==> src/rtl/life_game_stepper.sv <==
// life_game_stepper
//   Computes one Game of Life generation (rule B3/S23, toroidal world,
//   64 columns x ROWS rows) on each accepted start request. The displayed
//   buffer of life_game_dev_io is read over the cell bus. The next
//   generation is written row by row into the hidden buffer. The displayed
//   buffer is then flipped through the select register at 7'h7F.
//
// Ports
//   clock          in   rising-edge clock
//   reset          in   asynchronous, active-high reset
//   start          in   one-cycle generation request, honoured only in IDLE
//   busy           out  high while a generation is in progress
//   done           out  one-cycle pulse after the flip cycle
//   generation     out  completed-generation count, wraps modulo 2^16
//   cell_write     out  write strobe to life_game_dev_io
//   cell_address   out  word address {row, half}; 7'h7F selects the buffer
//   cell_data_in   out  write data, 0 whenever cell_write is low
//   cell_data_out  in   combinational read data of the displayed buffer
module life_game_stepper #(
  parameter int ROWS = 48
) (
  input  logic        clock,
  input  logic        reset,
  input  logic        start,
  output logic        busy,
  output logic        done,
  output logic [15:0] generation,
  output logic        cell_write,
  output logic [6:0]  cell_address,
  output logic [31:0] cell_data_in,
  input  logic [31:0] cell_data_out
);

  localparam logic [5:0] LAST_ROW = 6'(ROWS - 1);
  localparam logic [6:0] SEL_ADDR = 7'h7F;

  typedef enum logic [2:0] {
    S_IDLE,
    S_LOAD,
    S_WR_LO,
    S_WR_HI,
    S_FETCH_LO,
    S_FETCH_HI,
    S_FLIP
  } state_t;

  state_t      r_state, w_state_d;
  logic [2:0]  r_cnt, w_cnt_d;
  logic [5:0]  r_y, w_y_d;
  logic        r_index, w_index_d;
  logic [63:0] r_prev, r_cur, r_next;
  logic [63:0] w_prev_d, w_cur_d, w_next_d;
  logic [63:0] w_life;
  logic        r_done, w_done_d;
  logic [15:0] r_gen, w_gen_d;
  logic        r_wr, w_wr_d;
  logic [6:0]  r_addr, w_addr_d;
  logic [31:0] r_din, w_din_d;

  // Row index after r, wrapping at the bottom of the torus.
  function automatic logic [5:0] f_next_row(input logic [5:0] r);
    return (r == LAST_ROW) ? 6'd0 : r + 6'd1;
  endfunction

  // Row read during each LOAD cycle: ROWS-1, then row 0, then row 1.
  function automatic logic [5:0] f_load_row(input logic [2:0] cnt);
    case (cnt[2:1])
      2'd0:    return LAST_ROW;
      2'd1:    return 6'd0;
      default: return f_next_row(6'd0);
    endcase
  endfunction

  // Next state of row c given its upper (p) and lower (n) neighbours.
  // Column indices are 6 bits wide, so x-1 and x+1 wrap modulo 64 naturally.
  function automatic logic [63:0] f_life(input logic [63:0] p,
                                         input logic [63:0] c,
                                         input logic [63:0] n);
    logic [63:0] res;
    logic [5:0]  xi, xl, xr;
    logic [3:0]  sum;
    res = '0;
    for (int x = 0; x < 64; x++) begin
      xi  = 6'(x);
      xl  = xi - 6'd1;
      xr  = xi + 6'd1;
      sum = 4'(p[xl]) + 4'(p[xi]) + 4'(p[xr]) + 4'(c[xl]) + 4'(c[xr]) +
            4'(n[xl]) + 4'(n[xi]) + 4'(n[xr]);
      res[xi] = (sum == 4'd3) || (c[xi] && (sum == 4'd2));
    end
    return res;
  endfunction

  // Row window update: reads land at the end of the cycle that drives the
  // address. The shift after WR_HI makes room for the next fetched row.
  always_comb begin
    w_prev_d = r_prev;
    w_cur_d  = r_cur;
    w_next_d = r_next;
    case (r_state)
      S_LOAD: begin
        case (r_cnt)
          3'd0:    w_prev_d[31:0]  = cell_data_out;
          3'd1:    w_prev_d[63:32] = cell_data_out;
          3'd2:    w_cur_d[31:0]   = cell_data_out;
          3'd3:    w_cur_d[63:32]  = cell_data_out;
          3'd4:    w_next_d[31:0]  = cell_data_out;
          default: w_next_d[63:32] = cell_data_out;
        endcase
      end
      S_FETCH_LO: w_next_d[31:0]  = cell_data_out;
      S_FETCH_HI: w_next_d[63:32] = cell_data_out;
      S_WR_HI: begin
        if (r_y != LAST_ROW) begin
          w_prev_d = r_cur;
          w_cur_d  = r_next;
        end
      end
      default: ;
    endcase
  end

  // Evaluated on the row values being loaded this edge, so the write data
  // can be registered on entry to WR_LO and WR_HI.
  assign w_life = f_life(w_prev_d, w_cur_d, w_next_d);

  // The bus outputs are registered, so this logic computes the address,
  // strobe and data for the state being entered.
  always_comb begin
    w_state_d = r_state;
    w_cnt_d   = r_cnt;
    w_y_d     = r_y;
    w_index_d = r_index;
    w_gen_d   = r_gen;
    w_done_d  = 1'b0;
    w_wr_d    = 1'b0;
    w_addr_d  = 7'd0;
    w_din_d   = 32'd0;
    case (r_state)
      S_IDLE: begin
        if (start) begin
          w_state_d = S_LOAD;
          w_cnt_d   = 3'd0;
          w_y_d     = 6'd0;
          w_addr_d  = {f_load_row(3'd0), 1'b0};
        end
      end
      S_LOAD: begin
        if (r_cnt == 3'd5) begin
          w_state_d = S_WR_LO;
          w_wr_d    = 1'b1;
          w_addr_d  = {r_y, 1'b0};
          w_din_d   = w_life[31:0];
        end else begin
          w_cnt_d  = r_cnt + 3'd1;
          w_addr_d = {f_load_row(w_cnt_d), w_cnt_d[0]};
        end
      end
      S_WR_LO: begin
        w_state_d = S_WR_HI;
        w_wr_d    = 1'b1;
        w_addr_d  = {r_y, 1'b1};
        w_din_d   = w_life[63:32];
      end
      S_WR_HI: begin
        if (r_y == LAST_ROW) begin
          w_state_d = S_FLIP;
          w_wr_d    = 1'b1;
          w_addr_d  = SEL_ADDR;
          w_din_d   = {31'd0, ~r_index};
        end else begin
          w_state_d = S_FETCH_LO;
          w_y_d     = r_y + 6'd1;
          w_addr_d  = {f_next_row(w_y_d), 1'b0};
        end
      end
      S_FETCH_LO: begin
        w_state_d = S_FETCH_HI;
        w_addr_d  = {f_next_row(r_y), 1'b1};
      end
      S_FETCH_HI: begin
        w_state_d = S_WR_LO;
        w_wr_d    = 1'b1;
        w_addr_d  = {r_y, 1'b0};
        w_din_d   = w_life[31:0];
      end
      S_FLIP: begin
        w_state_d = S_IDLE;
        w_done_d  = 1'b1;
        w_gen_d   = r_gen + 16'd1;
        w_index_d = ~r_index;
      end
      default: w_state_d = S_IDLE;
    endcase
  end

  always_ff @(posedge clock or posedge reset) begin
    if (reset) begin
      r_state <= S_IDLE;
      r_cnt   <= 3'd0;
      r_y     <= 6'd0;
      r_index <= 1'b0;
      r_prev  <= '0;
      r_cur   <= '0;
      r_next  <= '0;
      r_done  <= 1'b0;
      r_gen   <= 16'd0;
      r_wr    <= 1'b0;
      r_addr  <= 7'd0;
      r_din   <= 32'd0;
    end else begin
      r_state <= w_state_d;
      r_cnt   <= w_cnt_d;
      r_y     <= w_y_d;
      r_index <= w_index_d;
      r_prev  <= w_prev_d;
      r_cur   <= w_cur_d;
      r_next  <= w_next_d;
      r_done  <= w_done_d;
      r_gen   <= w_gen_d;
      r_wr    <= w_wr_d;
      r_addr  <= w_addr_d;
      r_din   <= w_din_d;
    end
  end

  assign busy         = (r_state != S_IDLE);
  assign done         = r_done;
  assign generation   = r_gen;
  assign cell_write   = r_wr;
  assign cell_address = r_addr;
  assign cell_data_in = r_din;

endmodule
==> config.mk <==
export PLATFORM = sky130hd
export DESIGN_NAME = life_game_stepper
export DESIGN_NICKNAME = d
export VERILOG_FILES = /design/src/rtl/life_game_stepper.sv
export SDC_FILE = /design/constraint.sdc
export NUM_CORES = 1
export LEC_CHECK = 0
export ABC_CLOCK_PERIOD_IN_PS = 7900
export BUFFER_PORTS_ARGS = -buffer_cell sky130_fd_sc_hd__buf_2
export CORE_MARGIN = 1
export CORE_UTILIZATION = 58
export DETAILED_ROUTE_END_ITERATION = 8
export GPL_TIMING_DRIVEN = 0
export PLACE_DENSITY = 0.77
export SLEW_MARGIN = 40
export SYNTH_ARGS = -nofsm -noshare
export SYNTH_HDL_FRONTEND = slang
export SYNTH_SLANG_ARGS = --single-unit
==> constraint.sdc <==
create_clock -name clock -period 7.9 [get_ports clock]
set_clock_uncertainty 0.15 [all_clocks]
set_input_delay 0.79 -clock clock [delete_from_list [all_inputs] [get_ports clock]]
set_output_delay 0.79 -clock clock [all_outputs]
set_load 0.03 [all_outputs]
Yosys cells after proc, flatten, opt, wreduce, memory -nomap -nowiden
Index checks and enable logic that the tools add are counted.
{"block": "word_totals", "in_bits": 35, "reg_bits": 262, "ram_bits": 0, "rom_bits": 0, "latch_bits": 0, "out_inout_bits": 58, "memories": 0}
{"block": "classes", "div": 0, "addsub": 452, "n_mul": 0, "n_shift": 0, "n_lt_le_gt_ge": 0, "reduce_logical": 139, "muxes": 36, "n_bitwise": 1, "n_eq_ne": 147}
{"operator": "adder 4 x 1 -> 4 bit", "count": 256}
{"operator": "== test 4 x 2 -> 1 bit (second input constant)", "count": 128}
{"operator": "adder 3 x 1 -> 4 bit", "count": 64}
{"operator": "one-hot mux 64 bit (2 select lines)", "count": 2}
{"operator": "2-to-1 mux 32 bit", "count": 7}
{"operator": "adder 2 x 1 -> 3 bit", "count": 64}
{"operator": "adder 1 x 1 -> 2 bit", "count": 64}
{"operator": "2-to-1 mux 64 bit", "count": 2}
{"operator": "one-hot mux 32 bit (2 select lines)", "count": 2}
{"operator": "one-hot mux 32 bit (4 select lines)", "count": 1}
{"operator": "logical AND 1 bit", "count": 64}
{"operator": "logical OR 1 bit", "count": 64}
{"operator": "one-hot mux 7 bit (6 select lines)", "count": 1}
{"operator": "2-to-1 mux 6 bit", "count": 4}
{"operator": "one-hot mux 6 bit (2 select lines)", "count": 2}
{"operator": "2-to-1 mux 7 bit", "count": 3}
{"operator": "one-hot mux 3 bit (6 select lines)", "count": 1}
{"operator": "adder 16 x 1 -> 16 bit (second input constant)", "count": 1}
{"operator": "== test 3 bit (second input constant)", "count": 5}
{"operator": "adder 6 x 1 -> 6 bit (second input constant)", "count": 2}
{"operator": "== test 3 x 2 -> 1 bit (second input constant)", "count": 4}
{"operator": "== test 6 bit (second input constant)", "count": 2}
{"operator": "2-to-1 mux 3 bit", "count": 4}
{"operator": "!= test 2 bit (second input constant)", "count": 4}
{"operator": "other kinds (17)", "count": 24}

Longest topological paths before layout
Gate-level depths: netlist of the first run.
{"block": "logic_depth", "ltp_word": 15, "depth_mapped": 20}

Worst setup path before layout of the first run
OpenSTA, ideal clock, no wires.
{"block": "synth_path", "path_kind": "reg-to-reg", "startpoint": "reg r_y[1]", "endpoint": "reg r_din[0] (netlist: cell_data_in[0])", "setup_time_ns": 0.090, "t_arrival_ns": 4.415, "required_ns": 7.660, "n_path_buf": 3, "path_slack_ns": 3.245, "synth_period_minus_slack_ns": 4.655, "stages_incl_launch_ff": 18, "path_cell_list": "dfrtp_1 ha_1 and3_1 a21oi_2 buf_6 buf_2 buf_2 a221oi_1 fa_1 fa_1 inv_1 fa_1 ha_1 fa_1 or2_2 a21oi_1 nand2_1 o2111ai_1"}
{"block": "synth_via", "elab_chain_len": 15, "word_cells_on_any_way": 31, "cone_classes": "add/sub (14); eq/ne (6); mux (7); reduce/logical (4)"}
{"element": "from (decl)", "line": "49", "rtl": "logic [5:0] r_y, w_y_d;"}
{"element": "from (signal assigned)", "line": "214", "rtl": "r_y <= w_y_d;"}
{"element": "!= test 6 bit", "line": "114", "rtl": "if (r_y != LAST_ROW) begin"}
{"element": "2-to-1 mux 64 bit", "line": "114"}
{"element": "one-hot mux 64 bit (2 select lines)", "line": "100", "rtl": "case (r_state)"}
{"element": "adder 1 x 1 -> 2 bit", "line": "87", "rtl": "sum = 4'(p[xl]) + 4'(p[xi]) + 4'(p[xr]) + 4'(c[xl]) + 4'(c[xr]) +"}
{"element": "adder 2 x 1 -> 3 bit", "line": "87"}
{"element": "adder 3 x 1 -> 4 bit", "line": "87"}
{"element": "adder 4 x 1 -> 4 bit (2 in series)", "line": "87"}
{"element": "adder 4 x 1 -> 4 bit (2 in series)", "line": "88", "rtl": "4'(n[xl]) + 4'(n[xi]) + 4'(n[xr]);"}
{"element": "== test 4 x 2 -> 1 bit", "line": "89", "rtl": "res[xi] = (sum == 4'd3) || (c[xi] && (sum == 4'd2));"}
{"element": "logical AND 1 bit", "line": "89"}
{"element": "logical OR 1 bit", "line": "89"}
{"element": "2-to-1 mux 32 bit", "line": "149", "rtl": "if (r_cnt == 3'd5) begin"}
{"element": "one-hot mux 32 bit (4 select lines) (*)", "line": "139", "rtl": "case (r_state)"}
{"element": "via w_din_d[0]", "line": "58", "rtl": "logic [31:0] r_din, w_din_d;"}
{"element": "to (signal assigned)", "line": "223", "rtl": "r_din <= w_din_d;"}
{"element": "to (decl)", "line": "58"}
The timed path passes the listed nets; every way through them passes the cells marked *.
A chain may end at the register's enable or synchronous reset.

Worst setup path in the final report of the first run
{"block": "layout_path", "startpoint": "reg r_y[0]", "endpoint": "reg r_din[29] (netlist: cell_data_in[29])"}
{"block": "layout_via", "elab_chain_len": 15, "word_cells_on_any_way": 29, "cone_classes": "add/sub (14); eq/ne (5); mux (6); reduce/logical (4)"}
{"element": "!= test 6 bit (*)", "line": "114"}
{"element": "2-to-1 mux 64 bit (*)", "line": "114"}
{"element": "one-hot mux 64 bit (2 select lines) (*)", "line": "100"}
{"element": "via w_prev_d[28]", "line": "52", "rtl": "logic [63:0] w_prev_d, w_cur_d, w_next_d;"}
{"element": "adder 1 x 1 -> 2 bit (*)", "line": "87"}
{"element": "adder 2 x 1 -> 3 bit (*)", "line": "87"}
{"element": "adder 3 x 1 -> 4 bit (*)", "line": "87"}
{"element": "adder 4 x 1 -> 4 bit (*) (2 in series)", "line": "87"}
{"element": "adder 4 x 1 -> 4 bit (*) (2 in series)", "line": "88"}
{"element": "== test 4 x 2 -> 1 bit", "line": "89"}
{"element": "logical AND 1 bit", "line": "89"}
{"element": "logical OR 1 bit (*)", "line": "89"}
{"element": "2-to-1 mux 32 bit", "line": "149"}
{"element": "one-hot mux 32 bit (4 select lines) (*)", "line": "139"}
{"element": "via w_din_d[29]", "line": "58"}
Marked as above.

==> impl_metrics.py, run 1 <==
metrics = {
    "run_status": {
        "outcome": "finished, final reports clean",
    },
    "detailed_routing": {
        "dr_wl_met3_um": 5200,
        "drtIter0Drc": 1444,
        "vias": 16943,
        "ant_nets": 0,
        "dr.pass1.iters": 6,
        "finalWirelength_um": 60600,
        "drt-vias-per-instance": 6.37,
        "post_drt_wl_per_cell_um": 22.8,
        "route.met2.wl_um": 28100,
        "route.detailed.drc": 0,
        "highest_layer": "met4",
        "met1_length_um": 24000,
    },
    "grt": {
        "grt_overflow": 0,
        "grt_max_degree": 25,
        "antenna_found_initial": 0,
        "grt_usage_pct": 32.7,
        "grt_pass1_wl_um": 96600,
        "grt_pass1_vias": 17945,
    },
    "sta": {
        "period_share_pct": 73.4,
        "worst_slew_pin_slew_ns": 0.923,
        "max_freq_mhz": 172,
        "drv_slew": 0,
        "layout_min_cycle_time_ns": 5.80,
        "rsz0062_at_grt": "false",
        "setup_ws_ns": 2.10,
        "hold_viol": 0,
        "relSlewSlack_pct": 38.2,
        "setup_viol": 0,
        "tns_ns": 0,
    },
    "synth": {
        "yosys_warnings": 0,
        "syn_area_per_cell_um2": 10.7,
        "async_flop_share_pct": 100,
        "yosysMostFrequentCell": "inv_1",
        "syn_area_um2": 21700,
        "synthCells": 2034,
        "synth_cell_types": 62,
        "yosysSeqAreaShare_pct": 30.2,
        "synth.largest_area_cell": "dfrtp_1",
        "yosysTopAreaCellShare_pct": 30.2,
        "synth_edf_count": 0,
        "ys_top_cells_by_area": "dfrtp_1, fa_1, ha_1, inv_1, nand2_1",
        "yosys_register_bits": 262,
        "synth_ff_type": "dfrtp_1",
        "synth_commonest_cells": "inv_1, dfrtp_1, fa_1, ha_1, nand2_1",
        "mappedNetlistNets": 2526,
    },
    "critical_path": {
        "cp_slowest_cell": "buf_2",
        "path_buf_inv": 5,
        "crit_required_ns": 8.26,
        "crit_chain": "ha_1 -> and3_1 -> a21oi_2 -> buf_6 -> nor2_2 -> buf_2 -> buf_2 -> nand2_1 -> nand2_1 -> fa_1 -> inv_1 -> fa_1 -> fa_1 -> inv_1 -> ha_1 -> fa_1 -> o21ai_0 -> o2111ai_1 -> nand2_1",
        "cp_max_fo": 10,
        "start_kind": "flop",
        "cpPeakStageDelay_ns": 0.51,
        "end_kind": "flop",
        "critPathTopFamily": "adder cells",
        "critPathMostFrequentCell": "fa_1",
        "crit_type": "reg2reg",
        "cp_data_arrival_time_ns": 6.16,
    },
    "power": {
        "pwr-share-comb_pct": 33.9,
        "vdd_drop_max_uv": 161,
        "p_per_area_nw_per_um2": 181,
        "power.switching_uw": 1460,
        "cellInternalPower_uw": 2910,
        "p_seq_share_pct": 32.6,
        "pwr-share-clk_pct": 33.5,
        "leakage_uw": 0.0116,
        "p_sw_share_pct": 33.5,
    },
    "die": {
        "ios": 93,
        "initial_core_util_pct": 59.2,
        "die_width_um": 196,
        "die_h_um": 196,
        "core-area_um2": 36700,
        "num_rows": 70,
        "die_area_um2": 38200,
    },
    "place": {
        "port_buffers": 90,
        "postPlaceCellArea_um2": 23100,
        "dp_hpwl_um": 44900,
        "place_ws_ns": 2.32,
        "gp_congestion": 0.983,
    },
    "clock_network": {
        "numCtsBuffers": 31,
        "cts_tree": "done",
        "cts.sinks": 262,
        "insertion_delay_ns": 0.59,
        "root_buffer": "clkbuf_16",
        "cts_setup_buffers": 0,
        "postCtsHoldBufs": 0,
        "postCtsResizedCells": 0,
        "h-tree-depth": 1,
        "clkTransAtPathRegs_ns": 0.07,
        "clock_path_buffers": 3,
    },
    "job": {
        "maxCapViolCount": 0,
    },
    "final_layout": {
        "postLayoutCoreUtil_pct": 65.9,
        "area_growth_pct": 11.3,
        "num-nets-final": 2661,
        "finish.instance_area_um2": 24200,
        "drive_gt1_share_pct": 12.4,
        "antenna_cells": 0,
    },
    "hold_path": {
        "min_path_type": "in2async",
    },
}
[sequential cells by signal (all words and copies together), names as in the netlist]
register      flops
cell_data_in     32
r_y               6
r_index           1
generation       16
cell_address      7
r_prev           64
r_cnt             3
cell_write        1
r_next           64
done              1
r_state           3
r_cur            64
[final cells by class]
type,instances,area [um2]
repair buffers,102,736
fillers,2772,12500
inverters,328,1230
plain buffers,91,432
clock buffers,47,896
flip-flops and latches,262,6560
clock inverters,8,119
well taps,468,586
multi-input cells,1353,13600
[routing by layer]
| metal | GRT usage [%] | vias to the layer above |
|---|---|---|
| li1 | - | 7335 |
| met1 | 42.3 | 8568 |
| met2 | 51.7 | 809 |
| met3 | 7.74 | 231 |
| met4 | 16.5 | 0 |
| met5 | 0 | - |
[per-stage QoR]
step | std cells | hold slack [ns] | power [uW]
final | 2659 | 0.0656 | 4370
after global routing | 2659 | 0.0926 | 4680
after CTS | 2659 | 0.0701 | 4380
after global placement | 2592 | 0.307 | 2760
after floorplan | 2034 | 0.292 | 2530
after detailed placement | 2604 | 0.314 | 2910
[placed cells by master, fill, tap and decap left out, types with 10 or more instances in the layout]
master	instances
o21ai_0	70
buf_2	129
o311ai_2	34
xnor2_1	16
mux2_2	25
a22oi_1	58
o311ai_1	30
fa_1	255
nand2_1	200
clkbuf_1	48
a21oi_1	73
nand3_1	107
dfrtp_1	262
o2111ai_1	65
ha_1	202
and2_1	10
clkbuf_16	31
o211ai_1	66
inv_1	322
mux2_1	36
nor2_1	15
[cell families after synthesis]
group	count (synthesis)	share of synthesized area (%)
fa+ha+maj	457	35.1
compound gates	441	15.1
simple gates	366	7.62
buf+inv	419	7.62
mux	66	3.39
xor+xnor	23	0.927
flops	262	30.2
[worst paths after layout]
check                               start                to  slack (ns)  cells after the start
max                                r_y[0]  cell_data_in[29]        2.10                     19
min                                 reset        r_prev[34]        0.07                      2
max reg2reg                        r_y[0]  cell_data_in[29]        2.10                     19
min reg2reg                generation[15]    generation[15]        0.33                      1
max in group asynchronous           reset  cell_data_in[18]        6.46                      6
min in group clock                  start        r_state[0]        0.30                      3
[worst register-to-register path: cells and delay by family, from the launching register on]
family / cells / cell delay (ns)
AOI/OAI and AO/OA: 3 / 0.55
adders and majority gates: 6 / 2.28
buffers and inverters: 5 / 1.27
DFF: 1 / 0.44
and+or+nand+nor: 5 / 1.04
[power groups by stage]
stage	Sequential (uW)	Combinational [uW]	Clock, uW
after detailed placement	1450	1460	0
after global placement	1450	1310	0
after CTS	1420	1490	1480
after floorplan	1440	1090	0
after global routing	1430	1730	1520
final	1420	1480	1460
(Power assumes the default switching activity.)
==> run 2, diff against run 1 <==
- ABC_CLOCK_PERIOD_IN_PS: 7900 -> 4800
- clock period: 7.9 -> 4.8 ns (I/O delays scaled with it)
==> run 2 against run 1 <==
The run now ends with negative setup slack left. Sequential power up 65%. Worst setup slack got worse by 2.3 ns. Via count up 7.2%. Utilization grew 6.1 points. Worst hold slack better by 0.076 ns. Combinational power up 89%. Critical path depth shrank 4. Global-route usage is 0.95 points higher. Register-to-register slack got worse by 2.3 ns. Non-clock buffer count up 65.
==> impl_metrics.py, run 2 (synthesis gave the netlist of run 1 again) <==
metrics = {
    "sta": {
        "max_freq_mhz": 198,
        "setup_viol": 8,
        "tns_ns": -0.793,
        "relSlewSlack_pct": 33.8,
        "setup_ws_ns": -0.239,
        "period_share_pct": 105,
        "hold_ws_ns": 0.142,
        "rsz0062_at_grt": "true",
        "worst_slew_pin_slew_ns": 0.993,
        "hold_viol": 0,
        "drv_slew": 0,
        "layout_min_cycle_time_ns": 5.04,
    },
    "place": {
        "dp_hpwl_um": 44900,
        "port_buffers": 90,
        "place_ws_ns": -0.778,
        "gp_congestion": 0.983,
    },
    "final_layout": {
        "reg_top3": "r_cur (64), r_next (64), r_prev (64)",
        "antenna_cells": 0,
        "drive_gt1_share_pct": 24.9,
        "num-nets-final": 2726,
        "n_fill_cell": 2305,
        "layout_common_cells": "inv_1, dfrtp_1, fa_1, ha_1, nand2_1",
        "mostFrequentLayoutCell": "inv_1",
        "area_growth_pct": 21.6,
        "postLayoutCoreUtil_pct": 72.0,
    },
    "job": {
        "maxCapViolCount": 0,
    },
    "grt": {
        "grt_pass1_vias": 18314,
        "grt_usage_pct": 33.7,
        "grt_pass1_wl_um": 99300,
        "grt_max_degree": 25,
        "grt_overflow": 0,
        "antenna_found_initial": 1,
    },
    "hold_path": {
        "min_path_type": "in2reg",
        "hold_depth": 2,
        "hp-start": "cell_data_out[20]",
    },
    "critical_path": {
        "critPathLaunch": "r_state[1]",
        "crit_type": "reg2reg",
        "r2r_cells": 15,
        "crit_required_ns": 5.17,
        "start_kind": "flop",
        "cp_max_fo": 5,
        "cp_data_arrival_time_ns": 5.41,
        "end_kind": "flop",
        "r2r_start": "r_state[1]",
    },
    "detailed_routing": {
        "finalWirelength_um": 69500,
        "ant_nets": 0,
        "post_drt_wl_per_cell_um": 25.5,
        "drt-vias-per-instance": 6.67,
        "dr.pass1.iters": 6,
        "drtIter0Drc": 1856,
        "route.detailed.drc": 0,
        "vias": 18162,
    },
    "power": {
        "vdd_drop_max_uv": 282,
        "leakage_uw": 0.0123,
        "p_per_area_nw_per_um2": 287,
    },
    "run_status": {
        "outcome": "finished, violations left",
        "violations": "negative setup slack",
    },
    "die": {
        "die_h_um": 196,
        "core-area_um2": 36700,
        "num_rows": 70,
        "die_width_um": 196,
        "die_area_um2": 38200,
        "initial_core_util_pct": 59.2,
        "ios": 93,
    },
    "clock_network": {
        "numCtsBuffers": 31,
        "insertion_delay_ns": 0.60,
        "cts_tree": "done",
        "root_buffer": "clkbuf_16",
        "h-tree-depth": 1,
        "clock_path_buffers": 3,
        "clkTransAtPathRegs_ns": 0.06,
        "cts.sinks": 262,
    },
}
## run 2: cell types whose count changed in the layout (fill, tap and decap cells not counted), sizes merged
cell	before	now
buf	149	219
dlygate4sd3	0	2
clkbuf	91	84
## run 2: final timing paths
check,endpoint,slack (ns)
worst max-delay path,cell_data_in[1],-0.24
worst min-delay path,r_next[52],0.14
worst max register to register,cell_data_in[1],-0.24
worst min register to register,generation[15],0.33
max in group asynchronous,cell_data_in[19],3.11
min in group asynchronous,r_prev[34],0.30
## run 2: metrics by stage
step	cells	total power (uW)	area, um2
after global routing	2724	8030	26400
after global placement	2592	4540	22800
after detailed placement	2604	4790	23100
after floorplan	2034	4160	21700
after CTS	2673	7260	24900
final	2724	7580	26400
## run 2: repair_timing
action	in CTS	in global routing
setup endpoints to repair	32	32
gates cloned	0	4
resized for setup	160	279
hold buffers	2	0
hold endpoints to repair	14	0
pin swaps	11	87
buffers inserted	13	50
## run 2: final cells by class
type	count	area, um2	area share, %
Sequential cell	262	6560	24.8
Clock buffer	47	896	3.39
Clock inverter	8	119	0.450
Timing Repair Buffer	171	1300	4.93
Buffer	87	734	2.78
Inverter	328	1230	4.68
Tap cell	468	586	2.22
Multi-Input combinational cell	1353	15000	56.7
## run 2: critical path, stage by stage (launching register included)
cell       delay (ns)
dfrtp_2          0.44
buf_4            0.16
buf_4            0.13
nor4bb_4         0.44
buf_6            0.22
buf_4            0.13
nor2b_1          0.04
a221o_1          0.37
fa_1             0.56
fa_1             0.47
fa_1             0.50
ha_2             0.22
fa_1             0.42
o21ai_0          0.33
o2111ai_1        0.23
nand2_1          0.15
## run 2: layer usage
layer	share of wire (%)	vias up	global-route usage, %
met4	7.7	0	18.5
met5	0	-	0
li1	-	7468	-
met3	11	415	7.89
met2	46	1247	52.9
met1	35	9032	43.3
## run 2: where the power goes
part	switching (uW)	internal (uW)	leakage, uW
registers	46.7	2300	0.00317
clock network	996	1430	0.000500
logic	1580	1220	0.00862
total	2620	4960	0.0123
==> run 3, diff against run 2 <==
- ABC_AREA: default -> 1
- CORE_UTILIZATION: 58 -> 40
- PLACE_DENSITY: 0.77 -> 0.56
==> run 3 against run 2 <==
The run still ends with negative setup slack left. Cell area up 3.2%. First-iteration DRC count down 32%. Sequential share of layout area down 0.77 points. Synthesized cell count up 25%. Die area up 48%. Maximum frequency up 4.7%. Combinational power down 6%. Worst setup slack better by 0.23 ns. Critical path depth up 5. Cell count up 33%. Count of clock-buffer cells in the layout up 2. Utilization down 22 points.
==> impl_metrics.py, run 3 <==
metrics = {
    "run_status": {
        "outcome": "finished, violations left",
        "violations": "negative setup slack",
    },
    "place": {
        "port_buffers": 92,
        "dp.cells": 3390,
        "postPlaceCellArea_um2": 23900,
        "gp_congestion": 0.901,
        "dp_hpwl_um": 48800,
    },
    "sta": {
        "setup_viol": 1,
        "setup_ws_ns": -0.0141,
        "period_share_pct": 100,
        "rsz0062_at_grt": "true",
        "worst_slew_pin_slew_ns": 0.819,
        "tns_ns": -0.0141,
        "max_freq_mhz": 208,
        "drv_slew": 0,
        "layout_min_cycle_time_ns": 4.81,
        "hold_viol": 0,
        "relSlewSlack_pct": 45.4,
    },
    "die": {
        "die_width_um": 238,
        "die_h_um": 238,
        "die_area_um2": 56500,
        "initial_core_util_pct": 40.4,
        "ios": 93,
        "core-area_um2": 55000,
        "num_rows": 86,
    },
    "clock_network": {
        "numCtsBuffers": 36,
        "cts_tree": "done",
        "clock_path_buffers": 3,
        "cts.sinks": 262,
        "root_buffer": "clkbuf_16",
        "insertion_delay_ns": 0.57,
        "clkTransAtPathRegs_ns": 0.06,
        "h-tree-depth": 2,
    },
    "detailed_routing": {
        "finalWirelength_um": 67800,
        "route.detailed.drc": 0,
        "drt-vias-per-instance": 5.03,
        "ant_nets": 0,
        "dr.pass1.iters": 5,
        "drtIter0Drc": 1265,
        "vias": 18157,
        "post_drt_wl_per_cell_um": 18.8,
    },
    "synth": {
        "syn_area_per_cell_um2": 8.75,
        "yosysMostFrequentCell": "nand2_1",
        "synth_ff_type": "dfrtp_1",
        "synthSimpleGateAreaFrac_pct": 19.3,
        "synthMuxAreaShare_pct": 0,
        "synth_top_family_by_area": "adder cells",
        "async_flop_share_pct": 100,
        "yosysTopAreaCellShare_pct": 29.5,
        "synthAdderAreaFrac_pct": 34.4,
        "syn_area_um2": 22200,
        "synth_commonest_cells": "nand2_1, inv_1, dfrtp_1, fa_1, ha_1",
        "yosysSeqAreaShare_pct": 29.5,
        "yosys_warnings": 0,
        "mappedNetlistNets": 3030,
        "synth_edf_count": 0,
        "yosys.area_share.xor_xnor_pct": 0.631,
        "ys_top_cells_by_area": "dfrtp_1, fa_1, nand2_1, ha_1, inv_1",
        "synth.largest_area_cell": "dfrtp_1",
        "synth_compound_area_share_pct": 7.34,
        "synthCells": 2538,
        "yosys_register_bits": 262,
        "synth_cell_types": 35,
    },
    "final_layout": {
        "layout_common_cells": "nand2_1, inv_1, dfrtp_1, fa_1, buf_4",
        "antenna_cells": 0,
        "stdcell_count": 3610,
        "seqCellArea_um2": 6560,
        "mostFrequentLayoutCell": "nand2_1",
        "multi_input_area_um2": 14200,
        "finish.instance_area_um2": 27300,
        "area_growth_pct": 22.7,
        "num-nets-final": 3329,
        "drive_gt1_share_pct": 20.0,
        "reg_top3": "r_cur (64), r_next (64), r_prev (64)",
        "postLayoutCoreUtil_pct": 49.6,
        "n_fill_cell": 5168,
    },
    "grt": {
        "grt_pass1_wl_um": 103000,
        "grt_pass1_vias": 18415,
        "grt_overflow": 0,
        "grt_usage_pct": 23.9,
        "antenna_found_initial": 1,
        "grt_max_degree": 25,
    },
    "critical_path": {
        "crit_chain": "ha_4 -> nand3_4 -> nor2_4 -> nor2_4 -> buf_12 -> buf_12 -> buf_16 -> buf_12 -> nand2_2 -> o211ai_1 -> buf_4 -> fa_1 -> fa_1 -> fa_1 -> ha_2 -> fa_1 -> o21ai_1 -> a211oi_1 -> nand2_1 -> nand2_1",
        "end_kind": "flop",
        "critPathMostFrequentCell": "fa_1",
        "cp_max_fo": 6,
        "crit_required_ns": 5.15,
        "cp_data_arrival_time_ns": 5.17,
        "start_kind": "flop",
        "cp_slowest_cell": "fa_1",
        "cpPeakStageDelay_ns": 0.57,
        "crit_type": "reg2reg",
    },
    "hold_path": {
        "min_path_type": "in2reg",
    },
    "power": {
        "p_per_area_nw_per_um2": 285,
        "leakage_uw": 0.0138,
        "vdd_drop_max_uv": 211,
    },
    "job": {
        "maxCapViolCount": 0,
    },
}
run 3: report_power, final:
part	total, uW	switching [uW]	internal [uW]
clock	2800	1110	1690
sequential	2330	38.1	2290
combinational	2630	1440	1200
run 3: logic make-up after synthesis:
| group | count (synthesis) |
|---|---|
| flops | 262 |
| simple gates | 1028 |
| xor+xnor | 16 |
| compound gates | 273 |
| fa+ha+maj | 457 |
| buf+inv | 502 |
run 3: timing repair:
action                     4_1_cts  5_1_grt
setup endpoints to repair       32       32
hold buffers                     1        0
pin swaps                       72      125
hold endpoints to repair        18        0
cloned                           1        6
setup buffers                   99       53
resized for setup              115      195
run 3: critical path, delay by kind of cell, from the launching register on:
| kind | cells | cell delay, ns |
|---|---|---|
| AOI/OAI and AO/OA | 3 | 0.42 |
| adders and majority gates | 6 | 2.39 |
| and+or+nand+nor | 6 | 0.61 |
| buffers and inverters | 5 | 0.77 |
| DFF | 1 | 0.39 |
run 3: final timing paths:
check / startpoint / to / slack, ns / depth (start not counted)
setup reg to reg: r_y[1] / cell_data_in[1] / -0.01 / 20
max in group asynchronous: reset / r_cur[21] / 3.04 / 7
min in group asynchronous: reset / cell_address[6] / 0.35 / 3
hold reg to reg: generation[14] / generation[14] / 0.34 / 1
hold / removal: start / r_state[0] / 0.12 / 3
setup / recovery: r_y[1] / cell_data_in[1] / -0.01 / 20
run 3: metal layers:
| metal | track usage (%) | share of wire, % |
|---|---|---|
| met5 | 0 | 0 |
| met3 | 3.72 | 5.5 |
| met4 | 7.53 | 3.2 |
| met2 | 40.2 | 48 |
| met1 | 31.6 | 43 |
run 3: area by class of cell:
cell class / instances / share of cell area [%]
Tap cell: 748 / 3.43
Clock inverter: 14 / 0.684
Clock buffer: 49 / 3.71
Multi-Input combinational cell: 1774 / 52.3
Timing Repair Buffer: 264 / 7.63
Buffer: 56 / 2.07
Inverter: 443 / 6.13
Sequential cell: 262 / 24.1
run 3: stage by stage:
step           hold WS, ns  setup slack (ns)  total power, uW
2_1_floorplan        0.329             0.272             4180
3_3_place_gp         0.335             -1.42             4550
3_5_place_dp         0.338             -1.09             4750
4_1_cts             0.0965          -0.00339             7650
5_1_grt              0.135            -0.164             8350
6_report             0.117           -0.0141             7770
